[config.mk]
export PLATFORM = sky130hd
export DESIGN_NAME = pipelined_barrel_shifter_flat
export DESIGN_NICKNAME = d
export VERILOG_FILES = /design/src/rtl/shifter_pkg.sv /design/src/rtl/pipelined_barrel_shifter_if.sv /design/src/rtl/shifter_stage.sv /design/src/rtl/pipelined_barrel_shifter.sv /design/src/flat_wrapper.sv
export SDC_FILE = /design/constraint.sdc
export NUM_CORES = 1
export LEC_CHECK = 0
export CAP_MARGIN = 15
export CELL_PAD_IN_SITES_DETAIL_PLACEMENT = 2
export CELL_PAD_IN_SITES_GLOBAL_PLACEMENT = 2
export CORE_UTILIZATION = 43
export CTS_CLUSTER_SIZE = 28
export DETAILED_ROUTE_END_ITERATION = 6
export DONT_BUFFER_PORTS = 1
export GPL_TIMING_DRIVEN = 0
export PLACE_DENSITY = 0.89
export SLEW_MARGIN = 30
export SYNTH_ARGS = -nofsm -noshare
export SYNTH_HDL_FRONTEND = slang
export SYNTH_HIERARCHICAL = 1
export SYNTH_SLANG_ARGS = --single-unit
[constraint.sdc]
create_clock -name clk -period 2.45 [get_ports clk]
set_clock_uncertainty 0.15 [all_clocks]
set_input_delay 0.3675 -clock clk [delete_from_list [all_inputs] [get_ports clk]]
set_output_delay 0.3675 -clock clk [all_outputs]
set_load 0.05 [all_outputs]
[src/rtl/shifter_pkg.sv]
// Op encoding and the single-level shift helper for the pipelined barrel shifter.
// The SHIFT_STATUS_EN build option lives in the stage and top files.
package shifter_pkg;

    typedef enum logic [1:0] {
        SHIFT_SRL = 2'b00,
        SHIFT_SRA = 2'b01,
        SHIFT_SLL = 2'b10,
        SHIFT_ROR = 2'b11
    } shift_op_t;

    localparam int unsigned MAX_WIDTH = 64;

    // Shifts the low `width` bits of x by amt (amt < width); bits above width come back zero.
    function automatic logic [MAX_WIDTH-1:0] shift_level(
        input logic [MAX_WIDTH-1:0] x,
        input shift_op_t            op,
        input int unsigned          amt,
        input int unsigned          width,
        input logic                 sign
    );
        logic [MAX_WIDTH-1:0] mask;
        logic [MAX_WIDTH-1:0] xm;
        logic [MAX_WIDTH-1:0] res;
        mask = (width >= MAX_WIDTH) ? '1 : ((64'd1 << width) - 64'd1);
        xm   = x & mask;
        case (op)
            SHIFT_SRL: res = xm >> amt;
            SHIFT_SRA: res = (xm >> amt) | (sign ? (~(mask >> amt) & mask) : '0);
            SHIFT_SLL: res = (xm << amt) & mask;
            default:   res = ((xm >> amt) | (xm << (width - amt))) & mask;
        endcase
        return res;
    endfunction

endpackage

[src/rtl/pipelined_barrel_shifter_if.sv]
// Valid/ready operation and result bus of the pipelined barrel shifter.
// SHIFT_STATUS_EN adds the out_zero/out_carry status flags.
interface pipelined_barrel_shifter_if
    import shifter_pkg::*;
#(
    parameter int unsigned WIDTH = 32,
    parameter int unsigned TAG_W = 4
);
    localparam int unsigned SHAMT_W = $clog2(WIDTH);

    logic               in_valid;
    logic               in_ready;
    logic [WIDTH-1:0]   in_data;
    logic [SHAMT_W-1:0] in_shamt;
    shift_op_t          in_op;
    logic [TAG_W-1:0]   in_tag;
    logic               out_valid;
    logic               out_ready;
    logic [WIDTH-1:0]   out_data;
    logic [TAG_W-1:0]   out_tag;
`ifdef SHIFT_STATUS_EN
    logic               out_zero;
    logic               out_carry;
`endif

    modport master (
        output in_valid, in_data, in_shamt, in_op, in_tag, out_ready,
        input  in_ready, out_valid, out_data, out_tag
`ifdef SHIFT_STATUS_EN
        , input out_zero, out_carry
`endif
    );

    modport slave (
        input  in_valid, in_data, in_shamt, in_op, in_tag, out_ready,
        output in_ready, out_valid, out_data, out_tag
`ifdef SHIFT_STATUS_EN
        , output out_zero, out_carry
`endif
    );

endinterface

[src/rtl/shifter_stage.sv]
// One barrel-shifter level: conditional shift by 2**LEVEL followed by its pipeline register.
// With SHIFT_STATUS_EN the last shifted-out bit is carried along as well.
module shifter_stage
    import shifter_pkg::*;
#(
    parameter  int unsigned WIDTH   = 32,
    parameter  int unsigned TAG_W   = 4,
    parameter  int unsigned LEVEL   = 0,
    localparam int unsigned SHAMT_W = $clog2(WIDTH)
) (
    input  logic               clk,
    input  logic               reset,
    input  logic               advance_i,
    input  logic               valid_i,
    input  logic [WIDTH-1:0]   data_i,
    input  logic [SHAMT_W-1:0] shamt_i,
    input  shift_op_t          op_i,
    input  logic [TAG_W-1:0]   tag_i,
    input  logic               sign_i,
`ifdef SHIFT_STATUS_EN
    input  logic               carry_i,
    output logic               carry_o,
`endif
    output logic               valid_o,
    output logic [WIDTH-1:0]   data_o,
    output logic [SHAMT_W-1:0] shamt_o,
    output shift_op_t          op_o,
    output logic [TAG_W-1:0]   tag_o,
    output logic               sign_o
);
    localparam int unsigned STEP = 1 << LEVEL;

    logic               valid_q;
    logic [WIDTH-1:0]   data_q, data_d;
    logic [SHAMT_W-1:0] shamt_q;
    shift_op_t          op_q;
    logic [TAG_W-1:0]   tag_q;
    logic               sign_q;

    // NOTE: every always_comb output gets a default first, so no path leaves it unassigned (no latch).
    always_comb begin
        data_d = data_i;
        if (shamt_i[LEVEL]) begin
            data_d = WIDTH'(shift_level(MAX_WIDTH'(data_i), op_i, STEP, WIDTH, sign_i));
        end
    end

`ifdef SHIFT_STATUS_EN
    logic carry_q, carry_d;

    // The highest level that actually shifts overwrites the carry, leaving the last bit out.
    always_comb begin
        carry_d = carry_i;
        if (shamt_i[LEVEL] && (op_i != SHIFT_ROR)) begin
            carry_d = (op_i == SHIFT_SLL) ? data_i[WIDTH-STEP] : data_i[STEP-1];
        end
    end

    always_ff @(posedge clk) begin
        if (reset) begin
            carry_q <= 1'b0;
        end else if (advance_i && valid_i) begin
            carry_q <= carry_d;
        end
    end

    assign carry_o = carry_q;
`endif

    // NOTE: state is updated with non-blocking assignments so every stage samples pre-edge values.
    always_ff @(posedge clk) begin
        if (reset) begin
            // NOTE: payload registers are cleared too, so the final stage presents zero data/tag after reset.
            valid_q <= 1'b0;
            data_q  <= '0;
            shamt_q <= '0;
            op_q    <= SHIFT_SRL;
            tag_q   <= '0;
            sign_q  <= 1'b0;
        end else if (advance_i) begin
            valid_q <= valid_i;
            if (valid_i) begin
                data_q  <= data_d;
                shamt_q <= shamt_i;
                op_q    <= op_i;
                tag_q   <= tag_i;
                sign_q  <= sign_i;
            end
        end
    end

    assign valid_o = valid_q;
    assign data_o  = data_q;
    assign shamt_o = shamt_q;
    assign op_o    = op_q;
    assign tag_o   = tag_q;
    assign sign_o  = sign_q;

endmodule

[src/rtl/pipelined_barrel_shifter.sv]
// Pipelined barrel shifter (SRL/SRA/SLL/ROR), one registered level per shift-amount bit.
// Define SHIFT_STATUS_EN to add the out_zero/out_carry result flags.
module pipelined_barrel_shifter
    import shifter_pkg::*;
#(
    parameter int unsigned WIDTH = 32,
    parameter int unsigned TAG_W = 4
) (
    input logic                     clk,
    input logic                     reset,
    pipelined_barrel_shifter_if.slave bus
);
    localparam int unsigned SHAMT_W = $clog2(WIDTH);

    // Index k feeds stage k; index k+1 is the register of stage k.
    logic               valid_s [SHAMT_W+1];
    logic [WIDTH-1:0]   data_s  [SHAMT_W+1];
    logic [SHAMT_W-1:0] shamt_s [SHAMT_W+1];
    shift_op_t          op_s    [SHAMT_W+1];
    logic [TAG_W-1:0]   tag_s   [SHAMT_W+1];
    logic               sign_s  [SHAMT_W+1];
    logic [SHAMT_W-1:0] adv;

    assign valid_s[0] = bus.in_valid;
    assign data_s[0]  = bus.in_data;
    assign shamt_s[0] = bus.in_shamt;
    assign op_s[0]    = bus.in_op;
    assign tag_s[0]   = bus.in_tag;
    assign sign_s[0]  = bus.in_data[WIDTH-1];

    // A stage advances when it, or any stage after it, is empty, or when the output drains.
    always_comb begin
        logic room;
        room = !bus.out_valid || bus.out_ready;
        adv  = '0;
        for (int k = SHAMT_W - 1; k >= 0; k--) begin
            room   = room || !valid_s[k+1];
            adv[k] = room;
        end
    end

`ifdef SHIFT_STATUS_EN
    logic carry_s [SHAMT_W+1];
    assign carry_s[0] = 1'b0;
`endif

    for (genvar k = 0; k < SHAMT_W; k++) begin : g_stage
        shifter_stage #(
            .WIDTH (WIDTH),
            .TAG_W (TAG_W),
            .LEVEL (k)
        ) u_stage (
            .clk       (clk),
            .reset     (reset),
            .advance_i (adv[k]),
            .valid_i   (valid_s[k]),
            .data_i    (data_s[k]),
            .shamt_i   (shamt_s[k]),
            .op_i      (op_s[k]),
            .tag_i     (tag_s[k]),
            .sign_i    (sign_s[k]),
`ifdef SHIFT_STATUS_EN
            .carry_i   (carry_s[k]),
            .carry_o   (carry_s[k+1]),
`endif
            .valid_o   (valid_s[k+1]),
            .data_o    (data_s[k+1]),
            .shamt_o   (shamt_s[k+1]),
            .op_o      (op_s[k+1]),
            .tag_o     (tag_s[k+1]),
            .sign_o    (sign_s[k+1])
        );
    end

    assign bus.in_ready  = adv[0];
    assign bus.out_valid = valid_s[SHAMT_W];
    assign bus.out_data  = data_s[SHAMT_W];
    assign bus.out_tag   = tag_s[SHAMT_W];

`ifdef SHIFT_STATUS_EN
    assign bus.out_carry = carry_s[SHAMT_W];
    assign bus.out_zero  = bus.out_valid && (bus.out_data == '0);
`endif

endmodule

[src/flat_wrapper.sv]
// flat-port wrapper written by rule: the top's interface ports become plain ports
module pipelined_barrel_shifter_flat import shifter_pkg::*;
#(
    parameter int unsigned WIDTH = 32,
    parameter int unsigned TAG_W = 4
)
  (clk, reset, bus_in_valid, bus_in_data, bus_in_shamt, bus_in_op, bus_in_tag, bus_out_ready, bus_in_ready, bus_out_valid, bus_out_data, bus_out_tag);
  pipelined_barrel_shifter_if #(.WIDTH(WIDTH), .TAG_W(TAG_W)) bus_i ();
  input logic clk;
  input logic reset;
  input wire logic [$bits(bus_i.in_valid)-1:0] bus_in_valid;
  input wire logic [$bits(bus_i.in_data)-1:0] bus_in_data;
  input wire logic [$bits(bus_i.in_shamt)-1:0] bus_in_shamt;
  input wire logic [$bits(bus_i.in_op)-1:0] bus_in_op;
  input wire logic [$bits(bus_i.in_tag)-1:0] bus_in_tag;
  input wire logic [$bits(bus_i.out_ready)-1:0] bus_out_ready;
  output wire logic [$bits(bus_i.in_ready)-1:0] bus_in_ready;
  output wire logic [$bits(bus_i.out_valid)-1:0] bus_out_valid;
  output wire logic [$bits(bus_i.out_data)-1:0] bus_out_data;
  output wire logic [$bits(bus_i.out_tag)-1:0] bus_out_tag;
  assign bus_i.in_valid = bus_in_valid;
  assign bus_i.in_data = bus_in_data;
  assign bus_i.in_shamt = bus_in_shamt;
  assign bus_i.in_op = bus_in_op;
  assign bus_i.in_tag = bus_in_tag;
  assign bus_i.out_ready = bus_out_ready;
  assign bus_in_ready = bus_i.in_ready;
  assign bus_out_valid = bus_i.out_valid;
  assign bus_out_data = bus_i.out_data;
  assign bus_out_tag = bus_i.out_tag;
  pipelined_barrel_shifter #(.WIDTH(WIDTH), .TAG_W(TAG_W)) u_core (.clk(clk), .reset(reset), .bus(bus_i));
endmodule
# == Word level (Yosys, flattened, before mapping) ==
# Cells that the tools add are included.
# totals
out_inout_bits,38
wordCells,83
register_bits,217
in_bits,47
# classes
n_bitwise,10
muxes,15
eq_ne,10
reduce_logical,21
# op_table
operator,count
$pmux W32 S3,5
$mux W32,10
$or A16 B32 Y32,2
$or A24 B32 Y32,2
$or A28 B32 Y32,2
$or A30 B32 Y32,2
$or A31 B32 Y32,2
$eq A2 B1 Y1 const B,5
$eq A2 B2 Y1 const B,5
$logic_not A2 Y1,5
$reduce_and A2 Y1,5
$logic_or A1 B1 Y1,6
$logic_not A1 Y1,5

# == Depth between registers and ports, before layout ==
# logic_depth
word_depth,8
mapped_depth,7
mapped_depth_nobuf,5

# == By module ==
# The synthesis kept the hierarchy.
# modules_own_cells
mod,n_inst,seq_area_each_um2,cells_per_inst,area_each_um2
shifter_stage at u_core.g_stage[2].u_stage,1,900.9,292,2521.2
shifter_stage at u_core.g_stage[1].u_stage,1,900.9,301,2509.9
shifter_stage at u_core.g_stage[0].u_stage,1,900.9,279,2446.1
shifter_stage at u_core.g_stage[3].u_stage,1,900.9,269,2273.4
shifter_stage at u_core.g_stage[4].u_stage,1,900.9,252,2069.5
pipelined_barrel_shifter,1,0.0,6,35.0

# == Worst setup path after synthesis ==
# OpenSTA, ideal clock, no wires.
# synth_timing
kind,register -> register
from,reg u_core.g_stage[4].u_stage.valid_q
to,reg u_core.g_stage[0].u_stage.data_q[22]
path_buffers,1
path_slack_ns,-0.182
arrival_time_ns,2.398
t_required_ns,2.216
path_stages_with_launch,7
period_less_slack_ns,2.632
setup_ns,0.084
path_cell_list,dfxtp_1 > and3b_2 > nand4_1 > nand2_1 > clkbuf_1 > nand3b_1 > o31ai_2
# synth_via
elab_chain_len,8
# synth_rtl
item,line,rtl
start: declaration,shifter_stage.sv:33,logic valid_q;
start signal: assignment,shifter_stage.sv:81,valid_q <= valid_i;
$logic_not A1 Y1 (*),"pipelined_barrel_shifter.sv:34, pipelined_barrel_shifter.sv:37",
$logic_or A1 B1 Y1,pipelined_barrel_shifter.sv:34,room = !bus.out_valid || bus.out_ready;
$logic_or A1 B1 Y1 (*) (5 in series),pipelined_barrel_shifter.sv:37,room = room || !valid_s[k+1];
net bus_in_ready,flat_wrapper.sv:17,output wire logic [$bits(bus_i.in_ready)-1:0] bus_in_ready;
$reduce_and A2 Y1 (no source line) (*),n/a,
end signal: assignment,shifter_stage.sv:83,data_q <= data_d;
end: declaration,shifter_stage.sv:34,"logic [WIDTH-1:0] data_q, data_d;"
# Mark *: on every way through the listed nets, which the timed path passes. The rest lies on a longest branch.
# A chain may end at the register's enable or synchronous reset.

# == Worst setup path in the final report ==
# layout_timing
from,reg u_core.g_stage[3].u_stage.valid_q
to,reg u_core.g_stage[0].u_stage.data_q[15]
# layout_via
elab_chain_len,6
# layout_rtl
item,line
start: declaration,shifter_stage.sv:33
start signal: assignment,shifter_stage.sv:81
$logic_not A1 Y1,pipelined_barrel_shifter.sv:37
$logic_or A1 B1 Y1 (4 in series),pipelined_barrel_shifter.sv:37
net bus_in_ready,flat_wrapper.sv:17
$reduce_and A2 Y1 (no source line),n/a
# The timed path passes the listed nets, and every way through them passes these cells.

==> parameters.txt <==
Parameter                              Value

Outcome
  Status    finished with violations
  Violations in the final reports    DRC, setup timing

Global route
  GRT Resource Usage Total    0.498
  First-pass GRT wire length    approximately 98000 microns
  Maximum number of pins on one net before global-route repair    13
  Via count of the first global-routing pass    14200
  Antenna violations before repair    8
  Grt total ovfl    0

Cells and area
  Share of cells above drive strength 1    0.185
  Area Overhead vs Synth    19.4%
  Cell Count, Final, Fillers Out    roughly 1800
  # fillers    2583
  Post-Layout Inst Area    between 10000 and 15000 sq um
  Util after Layout    0.528
  # nets final    1452

STA
  Post-layout worst setup margin    -0.767 ns
  Final critical-path share of the clock period    1.31
  Max-slew violation count    0
  Setup-violating endpoint count in the final report    approximately 110
  Post-Route Setup TNS    -21.87 ns
  Worst-margin pin slew    1.08 ns
  Post-route minimum period    around 3.2 ns
  Fin. Hold Viols    0
  Unrepaired setup endpoints after global routing    yes
  Worst slew margin relative to its limit    0.278
  Highest Clock Rate    just over 300 MHz

Floorplan
  Number of top-level design ports    85
  Die footprint    about 27000 sq um
  Starting density of the core    0.443
  Die width    between 150 and 200 microns
  Die height    between 150 and 200 microns
  Number of placement rows    58
  Core area    25500 sq um

Drt
  First-pass iteration count of the detailed router    7
  Drt via density    a little under 8
  DR iter-0 viols    1959
  WL final    ~76000 microns
  DR DRC count    12
  Detailed-route via count    roughly 14000
  Wire per inst    43.1 microns
  DRT antenna net count    0

Clock tree
  Total number of clock tree sinks    ~210
  TritonCTS clock tree    yes
  Number of buffers added by the clock tree synthesis step    25
  Root buffer cell    sky130_fd_sc_hd__clkbuf_16
  CTS HTree Levels    1
  Clock-pin slew of the registers on the worst-case setup and hold paths    0.08 ns
  Clock latency at the later pin of the worst-skew pair    around 0.58 ns
  Buffer depth of the longest clock path    3

Placement
  Hpwl dp    between 30000 and 40000 microns
  Pre-CTS setup slack    -0.640 ns
  Post-detailed-placement cell area    about 12000 sq um
  IO buf count    0
  Cells after DPL    1659
  GPL Wtd Cong    0.911

Synthesis
  Number of warnings issued by yosys    6
  Nets in the synthesized netlist    about 1400
  Summed instance area of the synthesized netlist    11300 sq um
  Cell count after synthesis    approximately 1300
  Avg Inst Size Synth    8.49 sq um

Critical path
  Capturing point of the worst reg2reg path    u_core/g_stage[0].u_stage/data_o[15]$_SDFFE_PP0P_
  CP endpoint    u_core/g_stage[0].u_stage/data_o[15]$_SDFFE_PP0P_
  R2R setup slack    -0.77 ns
  Largest fanout on the critical path    10
  Path type of the worst setup path    flip-flop to flip-flop
  Critical path required time    2.66 ns
  Worst setup startpoint    u_core/g_stage[3].u_stage/valid_o$_SDFFE_PP0P_
  Kind of start point of the critical path    flip-flop
  Crit path capture type    flip-flop
  Critical register-to-register path startpoint    u_core/g_stage[3].u_stage/valid_o$_SDFFE_PP0P_
  Reg2Reg Depth    6
  Data arrival at the endpoint of the critical path    around 3.4 ns

Power and ir drop
  Power per cell area    around 660 nW/um^2
  IR Drop Worst-Case VDD    a little under 0.9 mV
  Leak pwr    a little under 5 nW

Min path
  Min-Delay Path Class    input port to flip-flop

Run
  Number of max-cap violations    0
-- registers in the layout, indices dropped and copies added, names as in the netlist --
register and cells:
u_core/g_stage.u_stage/tag_o 20, u_core/g_stage.u_stage/sign_o 4, u_core/g_stage.u_stage/op_o 8, u_core/g_stage.u_stage/data_o 160
u_core/g_stage.u_stage/shamt_o 10, u_core/g_stage.u_stage/valid_o 5
-- report_power, final --
part / internal [W] / switching (W)
clock network: 0.00244 / 0.00182
logic: 0.000313 / 0.000675
registers: 0.00345 / 0.000166
total: 0.00620 / 0.00266
-- metrics by stage --
| step | hold slack [ns] | power, W |
|---|---|---|
| floorplan | 0.282 | 0.00406 |
| CTS | 0.0000300 | 0.00847 |
| finish | 0.00640 | 0.00886 |
| global route | -0.0223 | 0.00891 |
| detailed placement | 0.304 | 0.00430 |
| global placement | 0.294 | 0.00425 |
-- per-layer routing --
layer	global-route usage	part of all wire	up-vias
met5	0	0.0027	-
li1	-	-	5001
met3	0.159	0.12	719
met1	0.518	0.33	6790
met4	0.435	0.12	10
met2	0.811	0.43	1421
-- critical path: stages, from the launching register on --
cell	delay, ns
sky130_fd_sc_hd__dfxtp_1	0.47
sky130_fd_sc_hd__and3b_2	0.26
sky130_fd_sc_hd__nand4_1	0.77
sky130_fd_sc_hd__and2_4	0.58
sky130_fd_sc_hd__buf_8	0.17
sky130_fd_sc_hd__o21ai_1	0.34
sky130_fd_sc_hd__o31ai_2	0.25
-- cell usage in the layout, fill, tap and decap left out, drive strengths merged --
| cell type | instances |
|---|---|
| dfxtp | 207 |
| nand2 | 164 |
| nor2 | 115 |
| clkbuf | 115 |
| o21ai | 111 |
| nand3b | 107 |
| buf | 74 |
| o41ai | 60 |
| a21oi | 57 |
| and3b | 47 |
| a211oi | 46 |
| dlygate4sd3 | 44 |
| nand2b | 43 |
| o31ai | 39 |
| nor3b | 24 |
| a221oi | 22 |
| nand3 | 18 |
| nor3 | 17 |
| nor2b | 17 |
| a311oi | 17 |
| mux2 | 15 |
| a31oi | 15 |
| a311o | 10 |
| or2b | 8 |
| nand4 | 7 |
| and2 | 6 |
| inv | 6 |
| diode | 5 |
| clkinv | 5 |
| bufinv | 3 |
| and3 | 3 |
| and2b | 2 |
-- cell type report --
type	instances	area (sq um)	share of cell area
Buffer	145	861	0.0640
Timing Repair Buffer	51	523	0.0389
Clock buffer	37	751	0.0558
Clock inverter	9	124	0.00920
Multi-Input combinational cell	970	6610	0.491
Tap cell	330	413	0.0307
Inverter	5	18.8	0.00139
Sequential cell	207	4150	0.308
Antenna cell	5	12.5	0.000930
-- what timing repair did --
item,in CTS,in global routing
setup endpoints to repair,62,120
gates cloned,0,1
hold endpoints to repair,40,3
pin swaps,7,3
hold buffers,41,3
resized for setup,54,77
setup buffers,4,2
-- worst min-delay path by stage --
| stage | cells after the start | startpoint | to |
|---|---|---|---|
| 2_1_floorplan | 2 | u_core/g_stage[2].u_stage/shamt_o[4]$_SDFFE_PP0P_ | u_core/g_stage[3].u_stage/shamt_o[4]$_SDFFE_PP0P_ |
| 3_3_place_gp | 2 | u_core/g_stage[1].u_stage/shamt_o[4]$_SDFFE_PP0P_ | u_core/g_stage[2].u_stage/shamt_o[4]$_SDFFE_PP0P_ |
| 3_5_place_dp | 2 | u_core/g_stage[0].u_stage/tag_o[1]$_SDFFE_PP0P_ | u_core/g_stage[1].u_stage/tag_o[1]$_SDFFE_PP0P_ |
| 4_1_cts | 2 | reset | u_core/g_stage[4].u_stage/data_o[25]$_SDFFE_PP0P_ |
| 5_1_grt | 2 | bus_in_data[24] | u_core/g_stage[0].u_stage/data_o[23]$_SDFFE_PP0P_ |
| 6_report | 2 | bus_in_data[19] | u_core/g_stage[0].u_stage/data_o[18]$_SDFFE_PP0P_ |
Note: power is estimated with default switching activity, not from simulation.
